[src/rtl/instr_fetch_pkg.sv]
// Shared types and constants for the instruction fetch unit.
package fetch_pkg;

  localparam int ADDR_W_DEF = 5;
  localparam int DATA_W_DEF = 9;

  // Opcode field position within an instruction word
  localparam int OP_HI = 8;
  localparam int OP_LO = 6;

  localparam logic [2:0] MVI_OP = 3'b001;

  typedef enum logic [2:0] {
    S_IDLE,
    S_FETCH,
    S_ISSUE,
    S_WAIT,
    S_HALT,
    S_ERR
  } state_t;

endpackage

[src/rtl/instr_fetch_if.sv]
// Issue handshake between the fetch unit (master) and the processor (slave).
interface instr_fetch_if
  import fetch_pkg::*;
#(
  parameter int DATA_W = DATA_W_DEF
);

  logic [DATA_W-1:0] D_IN;
  logic              RUN;
  logic              DONE;

  modport master (output D_IN, output RUN, input DONE);
  modport slave  (input D_IN, input RUN, output DONE);

endinterface

[src/rtl/instr_fetch_rom.sv]
// Synchronous-read program ROM, one cycle read latency.
// Contents come from the flattened ROM_INIT image (word i at bits i*DATA_W).
module instr_rom #(
  parameter int                               ADDR_W   = 5,
  parameter int                               DATA_W   = 9,
  parameter logic [DATA_W*(2**ADDR_W)-1:0]    ROM_INIT = '0
) (
  input  logic              i_clk,
  input  logic [ADDR_W-1:0] i_addr,
  output logic [DATA_W-1:0] o_data
);

  logic [DATA_W-1:0] w_mem [2**ADDR_W];
  logic [DATA_W-1:0] r_data;

  for (genvar g = 0; g < 2**ADDR_W; g++) begin : g_word
    assign w_mem[g] = ROM_INIT[g*DATA_W +: DATA_W];
  end

  // Registered read port
  always_ff @(posedge i_clk) begin
    r_data <= w_mem[i_addr];
  end

  assign o_data = r_data;

endmodule

[src/rtl/instr_fetch.sv]
// Instruction fetch unit: owns the PC and program ROM, issues one
// instruction per RUN strobe, waits for DONE, supplies MVI immediates.
module instr_fetch
  import fetch_pkg::*;
#(
  parameter int                               ADDR_W    = ADDR_W_DEF,
  parameter int                               DATA_W    = DATA_W_DEF,
  parameter int                               LAST_ADDR = 31,
  parameter int                               WRAP      = 1,
  parameter int                               TIMEOUT   = 64,
  parameter logic [DATA_W*(2**ADDR_W)-1:0]    ROM_INIT  = '0
) (
  input  logic              CLK,
  input  logic              RST,
  input  logic              START,
  input  logic              STOP,
  input  logic              PC_LOAD,
  input  logic [ADDR_W-1:0] PC_IN,
  output logic [ADDR_W-1:0] PC,
  output logic              BUSY,
  output logic              HALTED,
  output logic              ERROR,
  instr_fetch_if.master     bus
);

  localparam int WD_W = (TIMEOUT > 1) ? $clog2(TIMEOUT) : 1;

  state_t            r_state;
  state_t            w_next;
  logic [ADDR_W-1:0] r_pc;
  logic [DATA_W-1:0] r_ir;
  logic              r_stop;
  logic [WD_W-1:0]   r_wd;

  logic [DATA_W-1:0] w_rom_q;
  logic [DATA_W-1:0] w_ir_cur;
  logic [ADDR_W-1:0] w_rom_addr;
  logic [ADDR_W-1:0] w_pc_p1;
  logic [ADDR_W-1:0] w_pc_p2;
  logic [ADDR_W-1:0] w_pc_nxt;
  logic              w_mvi;
  logic              w_hit_last;
  logic              w_busy;
  logic              w_pc_ld;
  logic              w_done_ok;

  // The ROM output register doubles as IR during ISSUE; r_ir keeps the
  // word afterwards so the ROM is free to fetch the MVI immediate.
  assign w_ir_cur   = (r_state == S_ISSUE) ? w_rom_q : r_ir;
  assign w_mvi      = (w_ir_cur[OP_HI:OP_LO] == MVI_OP);
  assign w_pc_p1    = r_pc + ADDR_W'(1);
  assign w_pc_p2    = r_pc + ADDR_W'(2);
  assign w_rom_addr = (((r_state == S_ISSUE) || (r_state == S_WAIT)) && w_mvi) ? w_pc_p1 : r_pc;
  assign w_hit_last = (r_pc == ADDR_W'(LAST_ADDR)) || (w_mvi && (w_pc_p1 == ADDR_W'(LAST_ADDR)));
  assign w_pc_nxt   = (w_hit_last && (WRAP != 0)) ? '0 : (w_mvi ? w_pc_p2 : w_pc_p1);
  assign w_busy     = (r_state == S_FETCH) || (r_state == S_ISSUE) || (r_state == S_WAIT);

  instr_rom #(
    .ADDR_W   (ADDR_W),
    .DATA_W   (DATA_W),
    .ROM_INIT (ROM_INIT)
  ) u_rom (
    .i_clk  (CLK),
    .i_addr (w_rom_addr),
    .o_data (w_rom_q)
  );

  // State register
  always_ff @(posedge CLK or negedge RST) begin
    if (!RST) r_state <= S_IDLE;
    else      r_state <= w_next;
  end

  // Next-state decode, PC load/advance strobes
  always_comb begin
    w_next    = r_state;
    w_pc_ld   = 1'b0;
    w_done_ok = 1'b0;
    case (r_state)
      S_IDLE, S_HALT: begin
        if (PC_LOAD)    w_pc_ld = 1'b1;
        else if (START) w_next  = S_FETCH;
      end
      S_FETCH: w_next = S_ISSUE;
      S_ISSUE: w_next = S_WAIT;
      S_WAIT: begin
        if (bus.DONE) begin
          w_done_ok = 1'b1;
          if (r_stop || STOP || (w_hit_last && (WRAP == 0))) w_next = S_HALT;
          else                                               w_next = S_FETCH;
        end else if (r_wd == WD_W'(TIMEOUT - 1)) begin
          w_next = S_ERR;
        end
      end
      S_ERR:   w_next = S_ERR;
      default: w_next = S_IDLE;
    endcase
  end

  // Program counter
  always_ff @(posedge CLK or negedge RST) begin
    if (!RST)           r_pc <= '0;
    else if (w_pc_ld)   r_pc <= PC_IN;
    else if (w_done_ok) r_pc <= w_pc_nxt;
  end

  // Instruction register, captured as the ROM word is issued
  always_ff @(posedge CLK or negedge RST) begin
    if (!RST)                     r_ir <= '0;
    else if (r_state == S_ISSUE)  r_ir <= w_rom_q;
  end

  // STOP latch, consumed by the DONE that completes the current instruction
  always_ff @(posedge CLK or negedge RST) begin
    if (!RST)                 r_stop <= 1'b0;
    else if (w_done_ok)       r_stop <= 1'b0;
    else if (STOP && w_busy)  r_stop <= 1'b1;
  end

  // DONE watchdog, runs only in WAIT
  always_ff @(posedge CLK or negedge RST) begin
    if (!RST)                   r_wd <= '0;
    else if (r_state != S_WAIT) r_wd <= '0;
    else                        r_wd <= r_wd + WD_W'(1);
  end

  assign bus.RUN  = (r_state == S_ISSUE);
  assign bus.D_IN = ((r_state == S_WAIT) && w_mvi) ? w_rom_q : w_ir_cur;
  assign PC       = r_pc;
  assign BUSY     = w_busy;
  assign HALTED   = (r_state == S_HALT);
  assign ERROR    = (r_state == S_ERR);

endmodule

[src/flat_wrapper.sv]
// flat-port wrapper written by rule: the top's interface ports become plain ports
module instr_fetch_flat import fetch_pkg::*;
#(
  parameter int                               ADDR_W    = ADDR_W_DEF,
  parameter int                               DATA_W    = DATA_W_DEF,
  parameter int                               LAST_ADDR = 31,
  parameter int                               WRAP      = 1,
  parameter int                               TIMEOUT   = 64,
  parameter logic [DATA_W*(2**ADDR_W)-1:0]    ROM_INIT  = '0
)
  (CLK, RST, START, STOP, PC_LOAD, PC_IN, PC, BUSY, HALTED, ERROR, bus_D_IN, bus_RUN, bus_DONE);
  instr_fetch_if #(.DATA_W(DATA_W)) bus_i ();
  input  logic CLK;
  input  logic RST;
  input  logic START;
  input  logic STOP;
  input  logic PC_LOAD;
  input  logic [ADDR_W-1:0] PC_IN;
  output logic [ADDR_W-1:0] PC;
  output logic BUSY;
  output logic HALTED;
  output logic ERROR;
  output wire logic [$bits(bus_i.D_IN)-1:0] bus_D_IN;
  output wire logic [$bits(bus_i.RUN)-1:0] bus_RUN;
  input wire logic [$bits(bus_i.DONE)-1:0] bus_DONE;
  assign bus_D_IN = bus_i.D_IN;
  assign bus_RUN = bus_i.RUN;
  assign bus_i.DONE = bus_DONE;
  instr_fetch #(.ADDR_W(ADDR_W), .DATA_W(DATA_W), .LAST_ADDR(LAST_ADDR), .WRAP(WRAP), .TIMEOUT(TIMEOUT), .ROM_INIT(ROM_INIT)) u_core (.CLK(CLK), .RST(RST), .START(START), .STOP(STOP), .PC_LOAD(PC_LOAD), .PC_IN(PC_IN), .PC(PC), .BUSY(BUSY), .HALTED(HALTED), .ERROR(ERROR), .bus(bus_i));
endmodule
[config.mk]
export PLATFORM = sky130hd
export DESIGN_NAME = instr_fetch_flat
export DESIGN_NICKNAME = d
export VERILOG_FILES = /design/src/rtl/instr_fetch_pkg.sv /design/src/rtl/instr_fetch_if.sv /design/src/rtl/instr_fetch_rom.sv /design/src/rtl/instr_fetch.sv /design/src/flat_wrapper.sv
export SDC_FILE = /design/constraint.sdc
export NUM_CORES = 1
export LEC_CHECK = 0
export ABC_AREA = 1
export CAP_MARGIN = 20
export CELL_PAD_IN_SITES_DETAIL_PLACEMENT = 1
export CELL_PAD_IN_SITES_GLOBAL_PLACEMENT = 1
export CORE_ASPECT_RATIO = 1.25
export CORE_MARGIN = 1.5
export CORE_UTILIZATION = 35
export CTS_BUF_LIST = sky130_fd_sc_hd__clkbuf_16
export CTS_CLUSTER_SIZE = 16
export DETAILED_ROUTE_END_ITERATION = 8
export GPL_TIMING_DRIVEN = 0
export PLACE_DENSITY_LB_ADDON = 0.1
export RECOVER_POWER = 25
export SLEW_MARGIN = 5
export SYNTH_ARGS = -nofsm -noshare
export SYNTH_HDL_FRONTEND = slang
export SYNTH_HIERARCHICAL = 1
export SYNTH_SLANG_ARGS = --single-unit
[constraint.sdc]
create_clock -name CLK -period 2.05 [get_ports CLK]
set_clock_uncertainty 0.05 [all_clocks]
set_input_delay 0.41 -clock CLK [delete_from_list [all_inputs] [get_ports CLK]]
set_output_delay 0.41 -clock CLK [all_outputs]
set_load 0.01 [all_outputs]
# == After elaboration in Yosys (flattened, before gate mapping) ==
# Memory sizes are Yosys's and may differ from the RTL's. A register that Yosys moved wholly into a read port is not among the register bits.
# Cells that the tools add are included.
# classes
n_mux,20
n_reduce_logical,14
add_sub_neg,3
n_eq_ne,13
bitwise_logic,1
# ops
cell,n
5-bit 2-to-1 mux,5
9-bit 2-to-1 mux,2
3-bit 2-to-1 mux,5
3-bit one-hot mux with 5 select lines,1
5-bit == test (second input constant),2
6-bit by 1-bit adder with 6-bit output (second input constant),1
3-bit by 1-bit == test with 1-bit output (second input constant),2
3-bit by 2-bit == test with 1-bit output (second input constant),2
3-bit == test (second input constant),2
6-bit == test (second input constant),1
1-bit 2-to-1 mux,6
6-bit 2-to-1 mux,1
5-bit inverter with 6-bit output,1
5-bit by 1-bit adder with 5-bit output (second input constant),1
5-bit by 2-bit adder with 5-bit output (second input constant),1
1-bit logical OR,5
1-bit logical AND,4
2-bit != test (second input constant),2
2-bit nonzero test,2
3-bit zero test,1
3-bit by 2-bit != test with 1-bit output (second input constant),1
3-bit != test (second input constant),1
3-bit AND reduction,1
2-bit OR reduction,1
# totals
reg_bits,24
mem_bits_ro,288
inputBits,11
mem_count,1
out_inout_bits,18
elab_cells,57
# mem_list
memory,depth,word_bits,read_ports,rd_ports_with_merged_regs,wr,line,text
(no name shown),32,9,1,1,0,instr_fetch_rom.sv:22,r_data <= w_mem[i_addr];

# == Longest topological paths before layout ==
# Gate-level depths: netlist of run 1.
# logic_depth
ltp_word,8
depth_mapped,13
ltp_nobuf,13

# == Cells and area by module ==
# The synthesis of run 1 kept the hierarchy.
# modules_own_cells
module,cells_per_inst,n_inst,seq_area_each_um2,area_each_um2
instr_fetch,212,1,600.6,1526.5
instr_rom,10,1,0.0,71.3

# == Least setup slack after synthesis of run 1 ==
# No wires, ideal clock.
# synth_timing
path_kind,register to output
from,register u_core.r_state[1]
to,output bus_D_IN[4]
t_required_ns,1.590
path_slack_ns,0.268
path_buffers,2
arrival_time_ns,1.322
stages_incl_launch_ff,12
cell_sequence,dfrtp_1 > buf_4 > inv_2 > nor2_2 > nand3_1 > nand2_2 > nand3_4 > nor2_2 > inv_2 > buf_6 > nand2_1 > o21ai_1
# synth_via
elab_chain_cells,5
word_cells_on_any_way,6
cone_classes,3 x eq/ne; 2 x mux; 1 x reduce/logical
# synth_rtl
item,line,text
"start, declared",instr_fetch.sv:28,state_t r_state;
"start signal, assigned",instr_fetch.sv:71,else r_state <= w_next;
3-bit by 2-bit == test with 1-bit output,instr_fetch.sv:49,assign w_ir_cur = (r_state == S_ISSUE) ? w_rom_q : r_ir;
9-bit 2-to-1 mux,--,
3-bit by 1-bit == test with 1-bit output,instr_fetch.sv:50,assign w_mvi = (w_ir_cur[OP_HI:OP_LO] == MVI_OP);
1-bit logical AND,instr_fetch.sv:128,assign bus.D_IN = ((r_state == S_WAIT) && w_mvi) ? w_rom_q : w_ir_cur;
9-bit 2-to-1 mux *,instr_fetch.sv:128,
"end, declared",flat_wrapper.sv:23,output wire logic [$bits(bus_i.D_IN)-1:0] bus_D_IN;
# Mark *: on every way between the ends. The rest lies on a longest branch, timed or not.

# == Worst setup path after layout of run 1 ==
# Ends and elaborated chain as after synthesis.

==> results of run 1 <==
worst min-delay path by stage:
stage | end | from | cells after the start | slack (ps)
5_1_grt | u_core/r_ir[2] | RST | 1 | 460
3_3_place_gp | u_core/r_wd[0] | u_core/r_wd[0] | 1 | 400
2_1_floorplan | u_core/PC[0] | RST | 0 | 60
4_1_cts | u_core/r_ir[2] | RST | 1 | 400
3_5_place_dp | u_core/r_wd[0] | u_core/r_wd[0] | 1 | 410
6_report | u_core/r_wd[0] | u_core/r_wd[0] | 1 | 430
cells in the final DEF, fill, tap and decap left out, types with 4 or more instances in the layout:
master / instances
buf_4: 26
dfrtp_1: 22
o21ai_0: 13
clkdlybuf4s50_1: 14
ha_1: 4
nand2_4: 4
nand3_1: 5
nor2_1: 16
inv_2: 7
a21oi_1: 4
inv_1: 28
o21ai_2: 5
buf_2: 7
conb_1: 9
nand2_1: 44
nor2_2: 4
nand2_2: 8
o21ai_1: 5
inv_4: 4
area by class of cell:
class,instances,area share (%)
timing repair buffer,46,16.8
multi-input combinational,145,37.7
sequential,24,27.3
clock inverter,1,0.170
buffer,12,4.42
clock buffer,3,3.40
inverter,39,7.08
tap,56,3.17
per-layer routing:
metal	global-route usage [%]	part of all wire (%)	routed length [um]
met1	20.5	38	1670
met2	40.6	58	2540
met3	1.88	2.7	120
met4	6.00	1.3	55
met5	0	0	0
flip-flops by register name (all words and copies together), names as in the netlist:
name	flops
u_core/r_state	3
u_core/PC	5
u_core/r_ir	9
u_core/r_wd	6
u_core/r_stop	1
critical path: stages (launching register included):
cell and delay [ps]:
dfrtp_1 360, buf_6 140, inv_4 40, nor2_4 130, nand3_2 100, nand2_2 100
nand3_4 80, nor2_4 130, inv_4 60, buf_6 130, nand2_4 50, o21ai_2 50
buf_2 130
power groups by stage:
stage / combinational, mW / clock, mW / sequential [mW]
floorplan: 1.06 / 0 / 0.801
global placement: 1.71 / 0 / 0.812
detailed placement: 1.74 / 0 / 0.819
CTS: 1.86 / 0.444 / 0.819
global route: 2.27 / 0.458 / 0.850
finish: 2.03 / 0.434 / 0.826
repair_timing:
action	CTS	global route
gates resized for setup	42	30
pin swaps	5	7
endpoints found under the setup margin	12	15
setup buffers	14	3
hold buffers	0	0
through the flow:
| step | instances | cell area, um2 | TNS [ps] | hold slack [ps] | setup WS (ps) |
|---|---|---|---|---|---|
| after global placement | 304 | 1930 | -2310 | 404 | -450 |
| after CTS | 323 | 2140 | -565 | 397 | -164 |
| after global routing | 326 | 2210 | -1890 | 464 | -279 |
| after detailed placement | 305 | 1940 | -2400 | 413 | -484 |
| final | 326 | 2210 | -1200 | 429 | -185 |
| after floorplan | 220 | 1580 | 0 | 64.4 | 281 |
==> metrics, run 1 <==
status finished, violations left; violated checks negative setup slack; Worst R2R Path Depth 11; Mean Syn Cell Area about 7.3 um2; top-level I/O count 29; Post-Route WL ~4400 um; Yosys warnings 6; CTS clk-pin slew, worst paths around 60 ps; Setup WS post-layout -185 ps; setup violators final 7; final core utilization approximately 53%; Area Overhead vs Synth 42.8%; layout cells sized above 1 31.9%; maximum clock insertion buffer count 2; worst r2r dst u_core/PC[2]; level count of the clock H-tree 1; RR Startpoint u_core/r_state[1]; RSZ-0062 raised after global routing yes; post-DP HPWL roughly 3000 um; fin crit share 109%; switching share of power 44.4%; number of port buffers 28; clk root buf clkbuf_16; Sink Count 24; Initial Util between 30 and 40%; Via density approximately 4.6; cells after synthesis about 210; Slew @ Worst Pin 974 ps; Max transition margin a little over a third; core area approximately 4200 um2; CP Launch Type register; Max Slew Vio Count 0; leakage 1.09 nW; chip height 77.4 um; max-cap violation count 0; drt wl/cell between 10 and 15 um; initial drt markers 28; Setup CP Type reg -> out; Clock power frac a little over an eighth; vias in the first global route around 1,600; P_int 1.83 mW; TritonCTS buffer count 3; largest net degree at the start of global routing 19; Combinational Power Share about three fifths; worst-skew pair later-pin latency between 200 and 300 ps; Total GRT Usage between 10% and 20%; Rows 26; initial antenna violation count 0; Final ANT Viol Nets 0; n_diodes 0; vias post-DR 1,512; final hold vios 0; Crit. Startpoint u_core/r_state[1]; router iterations before antenna repair 4; CP arrival between 1500 and 2000 ps; die width around 62 um; crit path capture type output port; Reg power frac between 20% and 30%; Switch Pwr between 1 and 1.5 mW; post-layout min period ~2200 ps; Mapped Area around 1500 um2; die area 4830 um2; critical-path maximum fanout 4; register area 603 um2; fillcell total 572; Pwr per Cell Area 1490 nW/um2; GPL Wtd Cong around 0.73; CP Capture Point bus_D_IN[4]; total power around 3.3 mW; DRC violation count after routing 0; CTS tree done; Layout Nets about 290; first-pass GRT wire length ~7400 um; HP Class reg -> reg; grt ovf 0; maximum VDD drop between 0.5 and 0.6 mV; reg2reg setup slack 160 ps; Max Freq 448 MHz; area of the multi-input gates between 800 and 900 um2; Worst EP required 1590 ps
(Power assumes the default switching activity.)
==> inputs of run 2 (changes only) <==
Settings changed: PLACE_DENSITY_LB_ADDON 0.1 to 0.25.
==> metrics, run 2 (same netlist as run 1, synthesis figures left out) <==
Area Overhead vs Synth 49.3%; chip height 77.4 um (unchanged); Largest register FFs 9 (unchanged); Sink Count 24 (unchanged); core area 4160 um2 (unchanged); post-layout min period 2220 ps (-11.1 ps); clk root buf clkbuf_16; Max Slew Vio Count 0 (unchanged); worst hold slack 421 ps (-7.45 ps); CP Cell Sequence inv_4, nand3_4, buf_6, inv_2, clkdlybuf4s50_1; status finished, violations left; Worst EP required 1590 ps (about the same); critical-path maximum fanout 10 (+6); commonest non-fill, non-tap cell in the layout nand2_1; Post-Route WL 5220 um (+19%); most frequent cells in the layout nand2_1 (44), buf_4 (28), inv_1 (28); # hold bufs at CTS 0 (unchanged); Max transition margin 33.5% (-1.5 points); grt ovf 0 (unchanged); number of port buffers 28 (unchanged); initial antenna violation count 0 (unchanged); slowest CP cell clkdlybuf4s50_1; GPL Wtd Cong 0.807 (+11%); Slew @ Worst Pin 997 ps (+23.0 ps); layout cells sized above 1 33.1% (+1.2 points); area of the multi-input gates 855 um2 (+2.6%); Initial Util 37.2% (unchanged); fin crit share 108% (-0.54 points); Final ANT Viol Nets 0 (unchanged); Max Freq 450 MHz (+0.50%); Rows 26 (unchanged); initial drt markers 37 (+32%); cell family with most CP delay buffers and inverters; RSZ-0062 raised after global routing yes; vias in the first global route 1,636 (+2.6%); violated checks negative setup slack; level count of the clock H-tree 1 (unchanged); CTS clk-pin slew, worst paths 70 ps (about the same); crit path capture type output port; pre-CTS WS -441 ps (+43.0 ps); CP arrival 1760 ps (about the same); n_diodes 0 (unchanged); Total GRT Usage 20.6% (+0.91 points); final hold vios 0 (unchanged); CP Launch Type register; Setup CP Type reg -> out; worst-skew pair later-pin latency 270 ps (about the same); buffer and inverter count on the worst path 4 (-1); maximum clock insertion buffer count 2 (unchanged); Pwr per Cell Area 1580 nW/um2 (+6.5%); max-cap violation count 0 (unchanged); leakage 1.14 nW (+3.9%); top-level I/O count 29 (unchanged); Via density 4.72 (+1.8%); die area 4830 um2 (unchanged); post-DP HPWL 2970 um (+0.42%); total power 3.66 mW (+11%); die width 62.5 um (unchanged); TritonCTS buffer count 3 (unchanged); fillcell total 540 (-5.6%); router iterations before antenna repair 4 (unchanged); CTS tree done; vias post-DR 1,563 (+3.4%); register area 604 um2 (+0.21%); first-pass GRT wire length 7890 um (+5.9%); Setup WS post-layout -173 ps (+11.1 ps); HP Class reg -> reg; Max stage delay on crit path 530 ps (+170 ps); setup violators final 8 (+1); Layout Nets 292 (+1.7%); largest net degree at the start of global routing 17 (-2); DRC violation count after routing 0 (unchanged); drt wl/cell 15.8 um (+17%); maximum VDD drop 0.646 mV (+15%); largest register by flop count u_core/r_ir
-- run 2: timing repair --
action	4_1_cts	5_1_grt
setup endpoints to repair	12	16
pin swaps	7	9
buffers inserted	14	8
hold endpoints to repair	0	0
resized for setup	45	34
-- run 2: path summary, 6_finish.rpt --
check / startpoint / to / slack [ps] / cells after the start
setup reg to reg: u_core/r_state[1] / u_core/PC[1] / 90 / 11
max in group asynchronous: RST / u_core/PC[1] / 160 / 2
setup / recovery: u_core/r_state[2] / bus_RUN / -170 / 5
min in group asynchronous: RST / u_core/r_ir[6] / 470 / 1
hold reg to reg: u_core/r_wd[0] / u_core/r_wd[0] / 420 / 1
hold / removal: u_core/r_wd[0] / u_core/r_wd[0] / 420 / 1
-- run 2: layout make-up --
type / count / area share [%]
multi-input combinational: 145 / 37.0
clock inverter: 1 / 1.30
tap: 56 / 3.03
sequential: 24 / 26.2
timing repair buffer: 51 / 18.2
clock buffer: 3 / 3.25
inverter: 39 / 6.66
buffer: 12 / 4.39
-- run 2: worst register-to-register path, stage by stage (launching register included) --
cell and delay, ps:
dfrtp_1 380, buf_6 130, buf_4 170, nor2_2 160, inv_2 80, nor2_4 190, inv_2 100, nand2_2 100
inv_2 70, nor3_2 290, nand2_1 100, nand3_1 80
-- run 2: power by group --
part | internal (mW) | total (mW) | switching, mW | leakage, nW
clock | 0.389 | 0.582 | 0.192 | 0.0511
combinational | 0.980 | 2.24 | 1.26 | 0.788
sequential | 0.670 | 0.833 | 0.163 | 0.296
total | 2.04 | 3.66 | 1.62 | 1.14
-- run 2: per-stage QoR --
stage | TNS (ps) | std cells | utilization [%] | instance area, um2
global route | -1960 | 331 | 55.5 | 2310
detailed placement | -2360 | 305 | 47.0 | 1960
CTS | -1350 | 323 | 53.4 | 2220
global placement | -2400 | 304 | 46.3 | 1930
floorplan | 0 | 220 | - | 1580
finish | -1260 | 331 | 55.5 | 2310
-- run 2: routing by layer --
layer	track usage, %	vias up	wire, um
li1	-	767	-
met1	23.5	754	2090
met2	39.9	29	2850
met3	2.32	13	138
met4	6.22	0	144
met5	0	-	0
==> inputs of run 3 (changes only) <==
Settings changed: CAP_MARGIN 20 to 40.
==> results of run 3 <==
Same layout as run 2: the final DEF is identical, and so are final timing and power.
